--- src/rtl/pipe_hazard_ctrl_if.sv ---
// Control bundle between the rv32i pipeline registers and the hazard controller.
// The controller takes the slave side; the pipeline (or a testbench) takes the master side.
interface pipe_hazard_ctrl_if #(
   parameter int REG_WIDTH = 5,
   parameter int CNT_W     = 16
);
   logic                 is_loadE;
   logic [REG_WIDTH-1:0] Rs1D;
   logic [REG_WIDTH-1:0] Rs2D;
   logic [REG_WIDTH-1:0] Rs1E;
   logic [REG_WIDTH-1:0] Rs2E;
   logic [REG_WIDTH-1:0] RdE;
   logic [REG_WIDTH-1:0] RdM;
   logic [REG_WIDTH-1:0] RdW;
   logic                 regwriteM;
   logic                 regwriteW;
   logic                 PCSrcE;
   logic                 dmem_req;
   logic                 dmem_ready;

   logic                 stallF;
   logic                 stallD;
   logic                 stallE;
   logic                 stallM;
   logic                 flushD;
   logic                 flushE;
   logic                 flushW;
   logic [1:0]           forwardAE;
   logic [1:0]           forwardBE;
   logic                 mem_err;
   logic [CNT_W-1:0]     stall_cnt;
   logic [CNT_W-1:0]     flush_cnt;

   modport master (
      output is_loadE, Rs1D, Rs2D, Rs1E, Rs2E, RdE, RdM, RdW,
             regwriteM, regwriteW, PCSrcE, dmem_req, dmem_ready,
      input  stallF, stallD, stallE, stallM, flushD, flushE, flushW,
             forwardAE, forwardBE, mem_err, stall_cnt, flush_cnt
   );

   modport slave (
      input  is_loadE, Rs1D, Rs2D, Rs1E, Rs2E, RdE, RdM, RdW,
             regwriteM, regwriteW, PCSrcE, dmem_req, dmem_ready,
      output stallF, stallD, stallE, stallM, flushD, flushE, flushW,
             forwardAE, forwardBE, mem_err, stall_cnt, flush_cnt
   );
endinterface

--- src/rtl/pipe_hazard_ctrl.sv ---
// Central stall/flush/forwarding controller for the 5-stage rv32i pipeline, with a
// data-memory wait sequencer, sticky timeout watchdog and saturating perf counters.
module pipe_hazard_ctrl #(
   parameter int REG_WIDTH = 5,
   parameter int TIMEOUT   = 16,
   parameter int CNT_W     = 16
) (
   input logic               clk,
   input logic               rst,
   pipe_hazard_ctrl_if.slave bus
);

   localparam int WCW = (TIMEOUT > 2) ? $clog2(TIMEOUT) : 1;

   typedef enum logic [1:0] {
      ST_RUN,
      ST_WAIT,
      ST_ERR
   } state_e;

   state_e           state_q, state_d;
   logic [WCW-1:0]   wait_cnt_q, wait_cnt_d;
   logic             mem_err_q, mem_err_d;
   logic [CNT_W-1:0] stall_cnt_q, flush_cnt_q;
   logic             lwStall;
   logic             memStall;

   // M-stage result is newer than W-stage, so it wins when both match.
   function automatic logic [1:0] fwdSel(input logic [REG_WIDTH-1:0] rs,
                                         input logic [REG_WIDTH-1:0] rdM,
                                         input logic [REG_WIDTH-1:0] rdW,
                                         input logic                 rwM,
                                         input logic                 rwW);
      if (rwM && (rdM != '0) && (rdM == rs)) return 2'b10;
      if (rwW && (rdW != '0) && (rdW == rs)) return 2'b01;
      return 2'b00;
   endfunction

   assign bus.forwardAE = fwdSel(bus.Rs1E, bus.RdM, bus.RdW, bus.regwriteM, bus.regwriteW);
   assign bus.forwardBE = fwdSel(bus.Rs2E, bus.RdM, bus.RdW, bus.regwriteM, bus.regwriteW);

   assign lwStall  = bus.is_loadE && (bus.RdE != '0) &&
                     ((bus.Rs1D == bus.RdE) || (bus.Rs2D == bus.RdE));
   assign memStall = bus.dmem_req && !bus.dmem_ready;

   always_ff @(posedge clk or posedge rst) begin
      if (rst) begin
         state_q    <= ST_RUN;
         wait_cnt_q <= '0;
         mem_err_q  <= 1'b0;
      end else begin
         state_q    <= state_d;
         wait_cnt_q <= wait_cnt_d;
         mem_err_q  <= mem_err_d;
      end
   end

   always_comb begin
      state_d    = state_q;
      wait_cnt_d = wait_cnt_q;
      mem_err_d  = mem_err_q;
      bus.stallF = 1'b0;
      bus.stallD = 1'b0;
      bus.stallE = 1'b0;
      bus.stallM = 1'b0;
      bus.flushD = 1'b0;
      bus.flushE = 1'b0;
      bus.flushW = 1'b0;

      unique case (state_q)
         ST_RUN: begin
            if (memStall) begin
               state_d    = ST_WAIT;
               wait_cnt_d = WCW'(1);
            end
         end
         ST_WAIT: begin
            if (!memStall) begin
               state_d    = ST_RUN;
               wait_cnt_d = '0;
            end else if (wait_cnt_q == WCW'(TIMEOUT - 1)) begin
               state_d   = ST_ERR;
               mem_err_d = 1'b1;
            end else begin
               wait_cnt_d = wait_cnt_q + WCW'(1);
            end
         end
         ST_ERR: begin
         end
         default: state_d = ST_RUN;
      endcase

      // A frozen E stage makes hazard decisions stale, so memory waits mask them.
      if ((state_q == ST_ERR) || memStall) begin
         bus.stallF = 1'b1;
         bus.stallD = 1'b1;
         bus.stallE = 1'b1;
         bus.stallM = 1'b1;
         bus.flushW = 1'b1;
      end else begin
         bus.stallF = lwStall;
         bus.stallD = lwStall;
         bus.flushD = bus.PCSrcE;
         bus.flushE = lwStall || bus.PCSrcE;
      end
   end

   always_ff @(posedge clk or posedge rst) begin
      if (rst) begin
         stall_cnt_q <= '0;
         flush_cnt_q <= '0;
      end else begin
         if (bus.stallF && (stall_cnt_q != '1)) stall_cnt_q <= stall_cnt_q + CNT_W'(1);
         if (bus.flushD && (flush_cnt_q != '1)) flush_cnt_q <= flush_cnt_q + CNT_W'(1);
      end
   end

   assign bus.mem_err   = mem_err_q;
   assign bus.stall_cnt = stall_cnt_q;
   assign bus.flush_cnt = flush_cnt_q;

endmodule

--- src/flat_wrapper.sv ---
// flat-port wrapper written by rule: the top's interface ports become plain ports
module pipe_hazard_ctrl_flat 
#(
   parameter int REG_WIDTH = 5,
   parameter int TIMEOUT   = 16,
   parameter int CNT_W     = 16
)
  (clk, rst, bus_is_loadE, bus_Rs1D, bus_Rs2D, bus_Rs1E, bus_Rs2E, bus_RdE, bus_RdM, bus_RdW, bus_regwriteM, bus_regwriteW, bus_PCSrcE, bus_dmem_req, bus_dmem_ready, bus_stallF, bus_stallD, bus_stallE, bus_stallM, bus_flushD, bus_flushE, bus_flushW, bus_forwardAE, bus_forwardBE, bus_mem_err, bus_stall_cnt, bus_flush_cnt);
  pipe_hazard_ctrl_if #(.REG_WIDTH(REG_WIDTH), .CNT_W(CNT_W)) bus_i ();
  input logic clk;
  input logic rst;
  input wire logic [$bits(bus_i.is_loadE)-1:0] bus_is_loadE;
  input wire logic [$bits(bus_i.Rs1D)-1:0] bus_Rs1D;
  input wire logic [$bits(bus_i.Rs2D)-1:0] bus_Rs2D;
  input wire logic [$bits(bus_i.Rs1E)-1:0] bus_Rs1E;
  input wire logic [$bits(bus_i.Rs2E)-1:0] bus_Rs2E;
  input wire logic [$bits(bus_i.RdE)-1:0] bus_RdE;
  input wire logic [$bits(bus_i.RdM)-1:0] bus_RdM;
  input wire logic [$bits(bus_i.RdW)-1:0] bus_RdW;
  input wire logic [$bits(bus_i.regwriteM)-1:0] bus_regwriteM;
  input wire logic [$bits(bus_i.regwriteW)-1:0] bus_regwriteW;
  input wire logic [$bits(bus_i.PCSrcE)-1:0] bus_PCSrcE;
  input wire logic [$bits(bus_i.dmem_req)-1:0] bus_dmem_req;
  input wire logic [$bits(bus_i.dmem_ready)-1:0] bus_dmem_ready;
  output wire logic [$bits(bus_i.stallF)-1:0] bus_stallF;
  output wire logic [$bits(bus_i.stallD)-1:0] bus_stallD;
  output wire logic [$bits(bus_i.stallE)-1:0] bus_stallE;
  output wire logic [$bits(bus_i.stallM)-1:0] bus_stallM;
  output wire logic [$bits(bus_i.flushD)-1:0] bus_flushD;
  output wire logic [$bits(bus_i.flushE)-1:0] bus_flushE;
  output wire logic [$bits(bus_i.flushW)-1:0] bus_flushW;
  output wire logic [$bits(bus_i.forwardAE)-1:0] bus_forwardAE;
  output wire logic [$bits(bus_i.forwardBE)-1:0] bus_forwardBE;
  output wire logic [$bits(bus_i.mem_err)-1:0] bus_mem_err;
  output wire logic [$bits(bus_i.stall_cnt)-1:0] bus_stall_cnt;
  output wire logic [$bits(bus_i.flush_cnt)-1:0] bus_flush_cnt;
  assign bus_i.is_loadE = bus_is_loadE;
  assign bus_i.Rs1D = bus_Rs1D;
  assign bus_i.Rs2D = bus_Rs2D;
  assign bus_i.Rs1E = bus_Rs1E;
  assign bus_i.Rs2E = bus_Rs2E;
  assign bus_i.RdE = bus_RdE;
  assign bus_i.RdM = bus_RdM;
  assign bus_i.RdW = bus_RdW;
  assign bus_i.regwriteM = bus_regwriteM;
  assign bus_i.regwriteW = bus_regwriteW;
  assign bus_i.PCSrcE = bus_PCSrcE;
  assign bus_i.dmem_req = bus_dmem_req;
  assign bus_i.dmem_ready = bus_dmem_ready;
  assign bus_stallF = bus_i.stallF;
  assign bus_stallD = bus_i.stallD;
  assign bus_stallE = bus_i.stallE;
  assign bus_stallM = bus_i.stallM;
  assign bus_flushD = bus_i.flushD;
  assign bus_flushE = bus_i.flushE;
  assign bus_flushW = bus_i.flushW;
  assign bus_forwardAE = bus_i.forwardAE;
  assign bus_forwardBE = bus_i.forwardBE;
  assign bus_mem_err = bus_i.mem_err;
  assign bus_stall_cnt = bus_i.stall_cnt;
  assign bus_flush_cnt = bus_i.flush_cnt;
  pipe_hazard_ctrl #(.REG_WIDTH(REG_WIDTH), .TIMEOUT(TIMEOUT), .CNT_W(CNT_W)) u_core (.clk(clk), .rst(rst), .bus(bus_i));
endmodule
--- config.mk ---
export PLATFORM = sky130hd
export DESIGN_NAME = pipe_hazard_ctrl_flat
export DESIGN_NICKNAME = d
export VERILOG_FILES = /design/src/rtl/pipe_hazard_ctrl_if.sv /design/src/rtl/pipe_hazard_ctrl.sv /design/src/flat_wrapper.sv
export SDC_FILE = /design/constraint.sdc
export NUM_CORES = 1
export LEC_CHECK = 0
export ABC_AREA = 1
export CAP_MARGIN = 30
export CORE_ASPECT_RATIO = 1.75
export CORE_MARGIN = 10
export CORE_UTILIZATION = 40
export DETAILED_ROUTE_END_ITERATION = 6
export HOLD_SLACK_MARGIN = 0.03
export PLACE_DENSITY = 0.7
export SYNTH_ARGS = -nofsm -noshare
export SYNTH_HDL_FRONTEND = slang
export SYNTH_SLANG_ARGS = --single-unit
--- constraint.sdc ---
create_clock -name clk -period 2.2 [get_ports clk]
set_clock_uncertainty 0.2 [all_clocks]
set_input_delay 0.33 -clock clk [delete_from_list [all_inputs] [get_ports clk]]
set_output_delay 0.33 -clock clk [all_outputs]
set_load 0.01 [all_outputs]
# After elaboration in Yosys (flattened, before gate mapping)
# Cells that the tools add are included.
# totals
reg_bits	39
inputBits	43
word_cells	72
# classes
mux	26
n_eq_ne	14
n_addsub	3
n_reduce_logical	23
bitwise	1
# ops
operator	count
$add A16 B1 Y16 const B	2
$ne A16 B16 Y1 const B	2
$eq A5 B5 Y1	6
$mux W2	11
$reduce_bool A5 Y1	3
$mux W4	3
$logic_and A1 B1 Y1	11
$mux W1	10
$reduce_and A3 Y1	3
$pmux W4 S2	1
$ne A3 B3 Y1 const B	2
$pmux W2 S3	1
$add A4 B1 Y4 const B	1
$eq A4 B4 Y1 const B	1
$logic_or A1 B1 Y1	3
$eq A2 B1 Y1 const B	1
$eq A2 B2 Y1 const B	1
$logic_not A2 Y1	1
$ne A2 B1 Y1 const B	1
$reduce_bool A2 Y1	1
$logic_not A1 Y1	1
$not A1 Y1	1

# Depth between registers and ports, before layout
# Gate-level depths: netlist (run 1).
# logic_depth
depth_word	7
mapped_depth	12

# Least setup slack after synthesis (run 1)
# No wires, ideal clock.
# synth_path
path_kind	register -> register
startpoint	register u_core.flush_cnt_q[0], in the netlist u_core.bus.flush_cnt[0]
endpoint	register u_core.flush_cnt_q[8], in the netlist u_core.bus.flush_cnt[8]
n_path_buf	1
setup_slack_ns	0.335
period_less_slack_ns	1.865
required_time_ns	1.883
path_stages_with_launch	10
arrival_time_ns	1.548
cell_sequence	dfrtp_1 -> ha_1 -> nand3_2 -> nor4_2 -> nand3_2 -> nand2_4 -> inv_4 -> buf_6 -> nand2_1 -> nand2_1
# synth_between
elab_chain_cells	2
word_cells_on_any_way	3
classes_between	add/sub (1); eq/ne (1); reduce/logical (1)
# synth_rtl
element	line_no	rtl
start: declaration	pipe_hazard_ctrl.sv:24	logic [CNT_W-1:0] stall_cnt_q, flush_cnt_q;
start signal: assignment	pipe_hazard_ctrl.sv:114	if (bus.flushD && (flush_cnt_q != '1)) flush_cnt_q <= flush_cnt_q + CNT_W'(1);
parallel branches: the longest is 2 deep, another holds $add A16 B1 Y16	n/a	
# Several ways; the timed one is not identified.
# A chain may end at the register's enable or synchronous reset.

# Worst setup path in the final report (run 1)
# layout_path
startpoint	input port bus_Rs2E[1]
endpoint	output port bus_forwardBE[1]
# layout_between
elab_chain_cells	6
word_cells_on_any_way	10
classes_between	eq/ne (2); mux (6); reduce/logical (2)
# layout_rtl
element	line_no	rtl
start: declaration	flat_wrapper.sv:16	input wire logic [$bits(bus_i.Rs2E)-1:0] bus_Rs2E;
$eq A5 B5 Y1	pipe_hazard_ctrl.sv:35	if (rwW && (rdW != '0) && (rdW == rs)) return 2'b01;
$logic_and A1 B1 Y1	pipe_hazard_ctrl.sv:35	
$mux W1 (2 in series)	pipe_hazard_ctrl.sv:35	
$mux W2	pipe_hazard_ctrl.sv:36	return 2'b00;
$mux W2 *	pipe_hazard_ctrl.sv:35	
end: declaration	flat_wrapper.sv:33	output wire logic [$bits(bus_i.forwardBE)-1:0] bus_forwardBE;
# Every way passes the cells marked *; elsewhere a longest branch is shown, timed or not. The select of a mux whose other input is x is not followed.

==> flow_summary.toml, run 1 <==
[worst_setup_path]
worst-r2r-cell-count = 8
worst_r2r_endpoint = "u_core.bus.flush_cnt[4]"
rrSetupSlack_ns = 0.19
path_class = "in -> out"
critPathLaunchType = "primary input"
endpoint_kind = "output pin"
timing.rr.start = "u_core.bus.flush_cnt[0]"
crit_arrival_ns = 1.62
critPathRequiredTime_ns = 1.67
crit_fanout = 2

[synth]
yosysTopAreaCell = "dfrtp_1"
synth-edff-count = 0
synth.net_count = 433
syn_area_um2 = 2770
synth_top_cells_by_count = "124 x nand2_1, 45 x inv_1, 39 x dfrtp_1"
syn_inst = 387
ys_ff_latch = 39
yosysWarnings = 0
yosysSeqAreaShare_pct = 35.3
synth-main-ff-cell = "dfrtp_1"
yosys.area.top_type_share_pct = 35.3
synth_cell_types = 31
ys_top_cells_by_area = "dfrtp_1 35%, nand2_1 17%, xor2_1 9.5%"
yosysMostFrequentCell = "nand2_1"
synthArstFlopShare_pct = 100
avgSynthCellArea_um2 = 7.15

[floorplanning]
core_area_um2 = 6810
die_h_um = 130
die_w_um = 82.9
dieArea_um2 = 10800
initial_core_util_pct = 40.6
rows = 40
ios = 87

[timing]
fin_crit_ns = 2.15
setup_violations = 0
final.setup.worst_slack_ns = 0.0466
fmax_mhz = 464
rsz0062_at_grt = "false"
final_hold_viol_count = 0
min_period_over_period_pct = 97.9
worstMarginPinSlew_ns = 0.490
slew_violations = 0
whs_ns = 0.272
relSlewSlack_pct = 67.3

[flow_run]
max_cap_violations = 0

[global_routing]
first_global_vias = 2824
grt_pass1_wl_um = 12800
overflow = 0
grt_max_degree = 40
antenna_found_initial = 0
grt_usage_pct = 14.0

[power_and_ir_drop]
totalPowerFinal_mw = 1.58
leakagePower_nw = 2.01
vdd_ir_drop_max_mv = 0.274
pwr-share-comb_pct = 12.0
power.share.sequential_pct = 45.5
clkPwrFrac_pct = 42.5
intPower_mw = 1.23
powerDensity_nw_per_um2 = 397
power.net_switching_mw = 0.353
switching_share_pct = 22.3

[detailed_routing]
drtIter0Drc = 128
detail_route.wl_per_cell_um = 13.4
vias = 2754
antenna_left = 0
first_pass_iters = 4
drcViolationCount = 0
totalWireLength_um = 7680
drt-vias-per-instance = 4.79

[finish]
layout-drive-gt1-share_pct = 11.4
syn2layout_area_growth_pct = 43.8
antenna_cells = 0
nets = 538
stdcell_count = 575
nFillCells = 675

[placed_design]
placedCellCount = 569
place_congestion = 0.826
io_buffers = 86
dp_worst_setup_slack_ns = -0.466
hpwl_um = 6180

[clocking]
numCtsBuffers = 5
cts_root_buffer = "clkbuf_16"
cts-hold-fix-buffers = 0
cts.sinks = 39
cts_buffer_depth = 2
clock_latency_ns = 0.29
cts_tree = "done"
cts.clk_slew.worst_paths_ns = 0.06
h-tree-depth = 2

[status]
status = "completed"

[worst_hold_path]
min_path_type = "in -> async"
-- worst max-delay path, stage by stage --
cell and delay [ns]:
clkdlybuf4s50_1 0.45, xor2_1 0.18, nor4_2 0.27, buf_4 0.16
clkdlybuf4s15_1 0.24
-- layer usage --
metal | vias up | global-route usage, % | wire, um
met5 | - | 0 | 0
met2 | 87 | 26.1 | 4030
met4 | 0 | 5.94 | 185
li1 | 1410 | - | -
met1 | 1245 | 13.7 | 2870
met3 | 12 | 4.80 | 590
-- sequential cells by signal, summed over array words and instances (netlist names) --
name / count
u_core.state_q: 2
u_core.bus.mem_err: 1
u_core.wait_cnt_q: 4
u_core.bus.flush_cnt: 16
u_core.bus.stall_cnt: 16
-- power groups by stage --
stage          Clock (mW)  Sequential [mW]  Combinational [mW]
2_1_floorplan           0            0.730              0.0732
3_3_place_gp            0            0.730               0.195
3_5_place_dp            0            0.730               0.198
4_1_cts             0.682            0.718               0.192
5_1_grt             0.718            0.717               0.212
6_report            0.671            0.718               0.190
-- placed cells by master, fill, tap and decap left out, types with 2 or more instances in the layout --
| cell type | instances |
|---|---|
| nor4_2 | 3 |
| nor3_2 | 3 |
| o21ai_0 | 4 |
| clkdlybuf4s15_1 | 2 |
| nand2_1 | 121 |
| ha_1 | 3 |
| nand3_1 | 31 |
| clkbuf_16 | 5 |
| nand3_2 | 2 |
| dfrtp_1 | 39 |
| nand2_4 | 3 |
| clkdlybuf4s50_1 | 48 |
| buf_4 | 21 |
| nand2_2 | 3 |
| nor2_2 | 4 |
| o21ai_1 | 6 |
| inv_1 | 45 |
| o21ai_2 | 4 |
| xnor2_1 | 18 |
| nor3_1 | 9 |
| nor2_1 | 33 |
| xor2_1 | 30 |
| dlymetal6s2s_1 | 12 |
| dlygate4sd2_1 | 19 |
| a21oi_1 | 2 |
| nand4_1 | 7 |
| buf_2 | 4 |
-- timing repair --
item,4_1_cts,5_1_grt
gates cloned,0,0
endpoints found under the setup margin,24,21
buffers inserted,0,0
pin swaps,4,10
resized for setup,45,22
-- worst max path at each step --
| stage | from | endpoint | slack [ns] | depth (start not counted) |
|---|---|---|---|---|
| after floorplan | u_core.bus.flush_cnt[0] | u_core.bus.flush_cnt[8] | 0.34 | 9 |
| after global placement | bus_RdM[0] | bus_forwardBE[0] | -0.42 | 8 |
| after detailed placement | bus_RdE[4] | bus_stallF | -0.47 | 10 |
| after CTS | bus_Rs1E[1] | bus_forwardAE[0] | 0.001 | 6 |
| after global routing | bus_RdM[0] | bus_forwardAE[0] | 0.004 | 7 |
| final | bus_Rs2E[1] | bus_forwardBE[1] | 0.05 | 5 |
-- through the flow --
step | cell area, um^2 | util [%] | setup TNS (ns)
after global routing | 3980 | 58.5 | 0
after CTS | 3930 | 57.7 | 0
after detailed placement | 3820 | 56.1 | -7.59
after global placement | 3820 | 56.1 | -6.26
final | 3980 | 58.5 | 0
after floorplan | 2770 | - | 0
-- layout make-up --
class,instances,area (um^2),area share [%]
Multi-Input combinational cell,292,1580,39.8
Timing Repair Buffer,107,1010,25.3
Sequential cell,39,976,24.5
Inverter,47,179,4.50
Clock buffer,6,129,3.24
Tap cell,84,105,2.64
-- cells by family (layout without fill, tap and decap cells) --
| group | Yosys count | in the layout | share of synthesized area [%] |
|---|---|---|---|
| AO/OA/AOI/OAI | 18 | 18 | 3.89 |
| XOR/XNOR | 48 | 48 | 15.2 |
| adder cells (fa/ha/maj) | 3 | 3 | 1.36 |
| buffers and inverters | 56 | 160 | 9.05 |
| flip-flops | 39 | 39 | 35.3 |
| AND/OR/NAND/NOR | 223 | 223 | 35.2 |
Power figures use the tool's default switching activity.
==> run 2: changes to the inputs <==
--- a/config.mk
+++ b/config.mk
@@ -13,6 +13,7 @@
 export DETAILED_ROUTE_END_ITERATION = 6
 export HOLD_SLACK_MARGIN = 0.03
 export PLACE_DENSITY = 0.7
+export SLEW_MARGIN = 10
 export SYNTH_ARGS = -nofsm -noshare
 export SYNTH_HDL_FRONTEND = slang
 export SYNTH_SLANG_ARGS = --single-unit
==> results of run 2 <==
The final DEF is identical to that of run 1; final timing and power are the same.
